`config.mk`:
```
export PLATFORM = sky130hd
export DESIGN_NAME = mmio_sw_led_ctrl_flat
export DESIGN_NICKNAME = d
export VERILOG_FILES = /design/src/rtl/mmio_sw_led_ctrl_if.sv /design/src/rtl/mmio_sw_led_ctrl.sv /design/src/flat_wrapper.sv
export SDC_FILE = /design/constraint.sdc
export NUM_CORES = 1
export LEC_CHECK = 0
export CORE_ASPECT_RATIO = 1.1
export CORE_MARGIN = 5
export CORE_UTILIZATION = 55
export CTS_BUF_LIST = sky130_fd_sc_hd__clkbuf_4
export DETAILED_ROUTE_END_ITERATION = 16
export DONT_BUFFER_PORTS = 1
export MAX_ROUTING_LAYER = met4
export PLACE_DENSITY = 0.79
export SLEW_MARGIN = 25
export SYNTH_ARGS = -nofsm -noshare
export SYNTH_HDL_FRONTEND = slang
export SYNTH_SLANG_ARGS = --single-unit
```
`constraint.sdc`:
```
create_clock -name clk -period 4.8 [get_ports clk]
set_input_delay 0.24 -clock clk [delete_from_list [all_inputs] [get_ports clk]]
set_output_delay 0.24 -clock clk [all_outputs]
set_load 0.02 [all_outputs]
```
`src/rtl/mmio_sw_led_ctrl_if.sv`:
```
// CPU data-bus bundle for the switch/LED peripheral.
// The master drives the address and strobes; the slave returns registered read data.
interface mmio_sw_led_ctrl_if #(
  parameter int ADDR_W = 16
);
  logic [ADDR_W-1:0] addr;
  logic              we;
  logic              re;
  logic [15:0]       wdata;
  logic [15:0]       rdata;
  logic              rd_vld;

  modport master (output addr, we, re, wdata, input rdata, rd_vld);
  modport slave  (input addr, we, re, wdata, output rdata, rd_vld);
endinterface

```
`src/rtl/mmio_sw_led_ctrl.sv`:
```
// Memory-mapped switch/LED peripheral: synchronised, debounced switches, LED register with set/toggle.
// Optional change interrupt is enabled by defining SW_CHANGE_IRQ_EN.
module mmio_sw_led_ctrl #(
  parameter int                SW_W      = 10,
  parameter int                LED_W     = 10,
  parameter int                DB_CYCLES = 4,
  parameter int                ADDR_W    = 16,
  parameter logic [ADDR_W-1:0] BASE_ADDR = 16'hC000
) (
  input  logic                 clk,
  input  logic                 rst_n,
  mmio_sw_led_ctrl_if.slave    bus,
  input  logic [SW_W-1:0]      sw,
  output logic [LED_W-1:0]     led,
  output logic                 irq
);

  localparam int CW = $clog2(DB_CYCLES + 1);

  logic [SW_W-1:0]   s1, s2, cand, stable;
  logic [CW-1:0]     cnt;
  logic              chg;
  logic              ie;
  logic [ADDR_W-1:0] off;
  logic              hit, wr, rd, accept;
  logic [15:0]       rmux;
  logic              unused_wdata;

  // Below-base addresses wrap to large offsets and therefore miss.
  assign off    = bus.addr - BASE_ADDR;
  assign hit    = (off < ADDR_W'(4));
  assign wr     = bus.we & hit;
  assign rd     = bus.re & hit;
  assign accept = (s2 == cand) && (cand != stable) && (cnt == CW'(DB_CYCLES - 1));
  assign unused_wdata = ^bus.wdata;

  always_ff @(posedge clk or negedge rst_n) begin
    if (!rst_n) begin
      s1     <= '0;
      s2     <= '0;
      cand   <= '0;
      stable <= '0;
      cnt    <= '0;
    end else begin
      s1   <= sw;
      s2   <= s1;
      cand <= s2;
      if (s2 != cand) begin
        cnt <= '0;
      end else if (cand != stable) begin
        if (cnt == CW'(DB_CYCLES - 1)) begin
          stable <= cand;
          cnt    <= '0;
        end else begin
          cnt <= cnt + CW'(1);
        end
      end else begin
        cnt <= '0;
      end
    end
  end

  always_ff @(posedge clk or negedge rst_n) begin
    if (!rst_n) begin
      led <= '0;
    end else if (wr && off[1:0] == 2'd1) begin
      led <= bus.wdata[LED_W-1:0];
    end else if (wr && off[1:0] == 2'd3) begin
      led <= led ^ bus.wdata[LED_W-1:0];
    end
  end

  // A debounce acceptance beats a simultaneous write-1-clear so no change is lost.
  always_ff @(posedge clk or negedge rst_n) begin
    if (!rst_n) begin
      chg <= 1'b0;
    end else if (accept) begin
      chg <= 1'b1;
    end else if (wr && off[1:0] == 2'd2 && bus.wdata[0]) begin
      chg <= 1'b0;
    end
  end

`ifdef SW_CHANGE_IRQ_EN
  always_ff @(posedge clk or negedge rst_n) begin
    if (!rst_n) begin
      ie  <= 1'b0;
      irq <= 1'b0;
    end else begin
      if (wr && off[1:0] == 2'd2) begin
        ie <= bus.wdata[1];
      end
      irq <= chg & ie;
    end
  end
`else
  assign ie  = 1'b0;
  assign irq = 1'b0;
`endif

  always_comb begin
    rmux = '0;
    case (off[1:0])
      2'd0:    rmux = 16'(stable);
      2'd1:    rmux = 16'(led);
      2'd2:    rmux = {14'b0, ie, chg};
      default: rmux = '0;
    endcase
  end

  // Read data samples register state before this edge's writes land.
  always_ff @(posedge clk or negedge rst_n) begin
    if (!rst_n) begin
      bus.rdata  <= '0;
      bus.rd_vld <= 1'b0;
    end else begin
      bus.rdata  <= rd ? rmux : 16'h0000;
      bus.rd_vld <= rd;
    end
  end

endmodule

```
`src/flat_wrapper.sv`:
```
// flat-port wrapper written by rule: the top's interface ports become plain ports
module mmio_sw_led_ctrl_flat 
#(
  parameter int                SW_W      = 10,
  parameter int                LED_W     = 10,
  parameter int                DB_CYCLES = 4,
  parameter int                ADDR_W    = 16,
  parameter logic [ADDR_W-1:0] BASE_ADDR = 16'hC000
)
  (clk, rst_n, sw, led, irq, bus_addr, bus_we, bus_re, bus_wdata, bus_rdata, bus_rd_vld);
  mmio_sw_led_ctrl_if #(.ADDR_W(ADDR_W)) bus_i ();
  input  logic clk;
  input  logic rst_n;
  input  logic [SW_W-1:0] sw;
  output logic [LED_W-1:0] led;
  output logic irq;
  input wire logic [$bits(bus_i.addr)-1:0] bus_addr;
  input wire logic [$bits(bus_i.we)-1:0] bus_we;
  input wire logic [$bits(bus_i.re)-1:0] bus_re;
  input wire logic [$bits(bus_i.wdata)-1:0] bus_wdata;
  output wire logic [$bits(bus_i.rdata)-1:0] bus_rdata;
  output wire logic [$bits(bus_i.rd_vld)-1:0] bus_rd_vld;
  assign bus_i.addr = bus_addr;
  assign bus_i.we = bus_we;
  assign bus_i.re = bus_re;
  assign bus_i.wdata = bus_wdata;
  assign bus_rdata = bus_i.rdata;
  assign bus_rd_vld = bus_i.rd_vld;
  mmio_sw_led_ctrl #(.SW_W(SW_W), .LED_W(LED_W), .DB_CYCLES(DB_CYCLES), .ADDR_W(ADDR_W), .BASE_ADDR(BASE_ADDR)) u_core (.clk(clk), .rst_n(rst_n), .bus(bus_i), .sw(sw), .led(led), .irq(irq));
endmodule
```
==> Implementation_results.wiki <==
{| class="wikitable"
! Metric !! Value
|-
| Final setup violation count || 0
|-
| Post-Route Setup TNS || 0 ns
|-
| Required time reported for the critical path endpoint || around 5 ns
|-
| Vias || about 1,500
|-
| Post-Synthesis Cells || 198
|-
| Critical Path Start Type || flop
|-
| Period utilization || roughly 43%
|-
| Path type of the worst setup path || flop to flop
|-
| Avg WL per Cell || 15.13 microns
|-
| Maximum resistive drop on vdd || between 0.0002 and 0.00025 V
|-
| H-tree lvl count || 3
|-
| Critical Path Sink Type || flop
|-
| Root cell of the clock tree || clkbuf_4
|-
| Placed insts || 246
|-
| Total global routing overflow || 0
|-
| Rows || 26
|-
| Number of DRC violations after detailed routing || 0
|-
| Port Buffers || 0
|-
| Area added between synthesis and finish || 13.07%
|-
| Initial core utilization || 56.37%
|-
| WHS Path Cells || 2
|-
| Hold WS || between 0.01 and 0.015 ns
|-
| Global-route wire length before repair || 6934 microns
|-
| Post-DP HPWL || approximately 3000 microns
|-
| Non-filler cells, final || approximately 280
|-
| Power density over the cells || about 320 nW/um^2
|-
| Clock-pin slew on the worst setup and hold paths || around 0.10 ns
|-
| Number of violations of the max-capacitance limit || 0
|-
| Mean instance size in the synthesized netlist || 13.25 sq um
|-
| Share of cells above drive strength 1 || between 20% and 30%
|-
| Die W || between 70 and 80 microns
|-
| Actual transition at the worst max-transition pin || ~0.57 ns
|-
| RSZ-0062 raised after global routing || false
|-
| Endpoints failing hold || 0
|-
| Most frequently used flop master after synthesis || dfrtp_1
|-
| Area of the placeable core || approximately 4700 sq um
|-
| Final weighted congestion in routability-driven placement || just over 0.7
|-
| Longest individual stage delay on the worst path || between 0.5 and 0.6 ns
|-
| CP delay by family, top || simple AND/OR/NAND/NOR gates
|-
| Final-report max-slew violation count || 0
|-
| Final setup skew || approximately 0.012 ns
|-
| Met2 Usage GRT || about a quarter
|-
| Status || complete, no violations
|-
| DRT Pass-1 Iters || 4
|-
| Antenna violations before repair || 0
|-
| TritonCTS buffer count || 9
|-
| Routed via count divided by cell count || between 5 and 6
|-
| Sequential share of the synthesized area || 62.02%
|-
| Post-layout nets || 268
|-
| Worst-path fanout max || 11
|-
| Antenna Nets Post-Route || 0
|-
| Critical Path, Cell by Cell || xor2_1, nor4_1, nand4_1, mux2_2
|-
| Number of global-route vias before repair || roughly 1,500
|-
| CP Buf/Inv Count || 0
|-
| Max stage delay cell, worst path || nand4_1
|-
| Count of routing violations after the opening detailed-route iteration || 54
|-
| Cell area after placement || 2619 sq um
|-
| Mapped cell area || between 2000 and 3000 sq um
|-
| Static Leakage || 1.333 nW
|-
| I/O pin cnt || 74
|-
| Vertical die dimension || approximately 82 microns
|-
| Synth cell types || 31
|-
| Stages on the worst setup path || 4
|-
| Worst endpoint data arrival time || around 2.3 ns
|-
| GR Layer Usage met1 || a little under a fifth
|-
| Relative max-transition margin || 62.04%
|-
| Die area || 6251 sq um
|-
| Total wire length || approximately 4300 microns
|-
| Post-synth ARST share || 100.0%
|-
| Met3 track demand over resource in global routing || under 10%
|-
| Highest clock rate || slightly below 0.5 GHz
|-
| GRT Resource Usage Total || 15.35%
|-
| Maximum number of pins on one net before global-route repair || between 60 and 70
|-
| Logic depth of the worst register-to-register path || 4
|-
| Syn. warnings || 0
|-
| Worst skew pair latency || 0.38 ns
|-
| Crit path time final || about 2 ns
|-
| Most Crowded Layer GR || met2
|-
| Antenna diodes || 0
|-
| Post-synthesis register bit count || 65
|-
| CTS tree || built
|-
| Type of the worst min-delay path || input pin to flop
|-
| Clock buffer depth || 2
|-
| Finished layout cell area || 2965 sq um
|-
| Post-synth EDFFs || 0
|-
| Total clock sinks || 65
|}
state kept, by name, indices dropped and copies added (netlist names):
register and cells:
u_core.bus.rd_vld 1, u_core.bus.rdata 10, u_core.cand 10, u_core.chg 1
u_core.cnt 3, u_core.led 10, u_core.s1 10, u_core.s2 10
u_core.stable 10
metrics by stage:
stage               worst slack, ns  total power, W  util, %
finish                        2.741       0.0009547    63.74
global route                  2.557        0.001002    63.74
CTS                           2.721       0.0009621    63.10
detailed placement            2.731       0.0006037    56.29
global placement              2.713       0.0006022    56.29
floorplan                     3.092       0.0006070        -
final timing paths:
check / from / end / slack, ns
max in group asynchronous: rst_n / u_core.s1[7]$_DFF_PN0_ / 4.15
min in group asynchronous: rst_n / u_core.led[8]$_DFFE_PN0P_ / 0.39
setup reg to reg: u_core.cand[7]$_DFF_PN0_ / u_core.stable[7]$_DFFE_PN0P_ / 2.74
setup / recovery: u_core.cand[7]$_DFF_PN0_ / u_core.stable[7]$_DFFE_PN0P_ / 2.74
hold / removal: bus_wdata[9] / u_core.led[9]$_DFFE_PN0P_ / 0.01
hold reg to reg: u_core.s1[4]$_DFF_PN0_ / u_core.s2[4]$_DFF_PN0_ / 0.35
cell type report:
cell class | count | area, sq um
Inverter | 1 | 3.754
Sequential cell | 65 | 1627
Clock buffer | 11 | 82.58
Multi-Input combinational cell | 124 | 918.4
Timing Repair Buffer | 20 | 217.7
Fill cell | 337 | 1687
Tap cell | 56 | 70.07
Clock inverter | 5 | 46.29
synthesized netlist by cell type, types with 2 or more instances:
master    number  area (sq um)
or4_1          2         15.01
mux2i_1       10         100.1
dfrtp_1       65          1627
mux2_2        10         112.6
xor2_1        14         122.6
nand2_1        4         15.01
nor3_1         2         10.01
buf_2          2         10.01
nor4_1         3         18.77
buf_4          8         60.06
a21oi_2       20         175.2
o21ai_0       11         55.05
clkbuf_1       3         11.26
nor2_1        10         37.54
xnor2_1        6         52.55
nand4_1        3         18.77
nand3_1       11         55.05
power breakdown:
group / switching [W] / total (W) / leakage [nW] / internal, W
Clock: 0.000172 / 0.000337 / 0.0734 / 0.000165
Sequential: 0.00000890 / 0.000569 / 0.834 / 0.000560
Combinational: 0.0000253 / 0.0000488 / 0.426 / 0.0000235
cells by family after synthesis:
group | synth area share, %
AND/OR/NAND/NOR | 9.686
flip-flops | 62.02
AO/OA/AOI/OAI | 9.065
adder cells (fa/ha/maj) | 0.4770
buffers and inverters | 3.817
multiplexers | 8.111
other | 0.1430
XOR/XNOR | 6.679
layout by cell type, fill, tap and decap left out, drive strengths merged, types with 3 or more instances in the layout:
cell / count
nand4: 3
xor2: 14
nand2: 4
xnor2: 6
dfrtp: 65
a21oi: 20
nand3: 11
dlygate4sd3: 19
clkinv: 4
o21ai: 11
conb: 7
or4: 3
clkbuf: 11
nor2: 10
mux2: 10
mux2i: 10
nor4: 4
layer usage:
metal  up-vias  part of all wire (%)
met3         6                    10
met4         0                   1.5
met2        55                    47
met5         -                     0
li1        723                     -
met1       740                    41
timing repair:
item                                    4_1_cts  5_1_grt
hold endpoints to repair                     81        3
endpoints found under the setup margin        0        0
resized for setup                             0        0
hold buffers                                 17        3
buffers inserted                              0        0
Power figures use the tool's default switching activity.
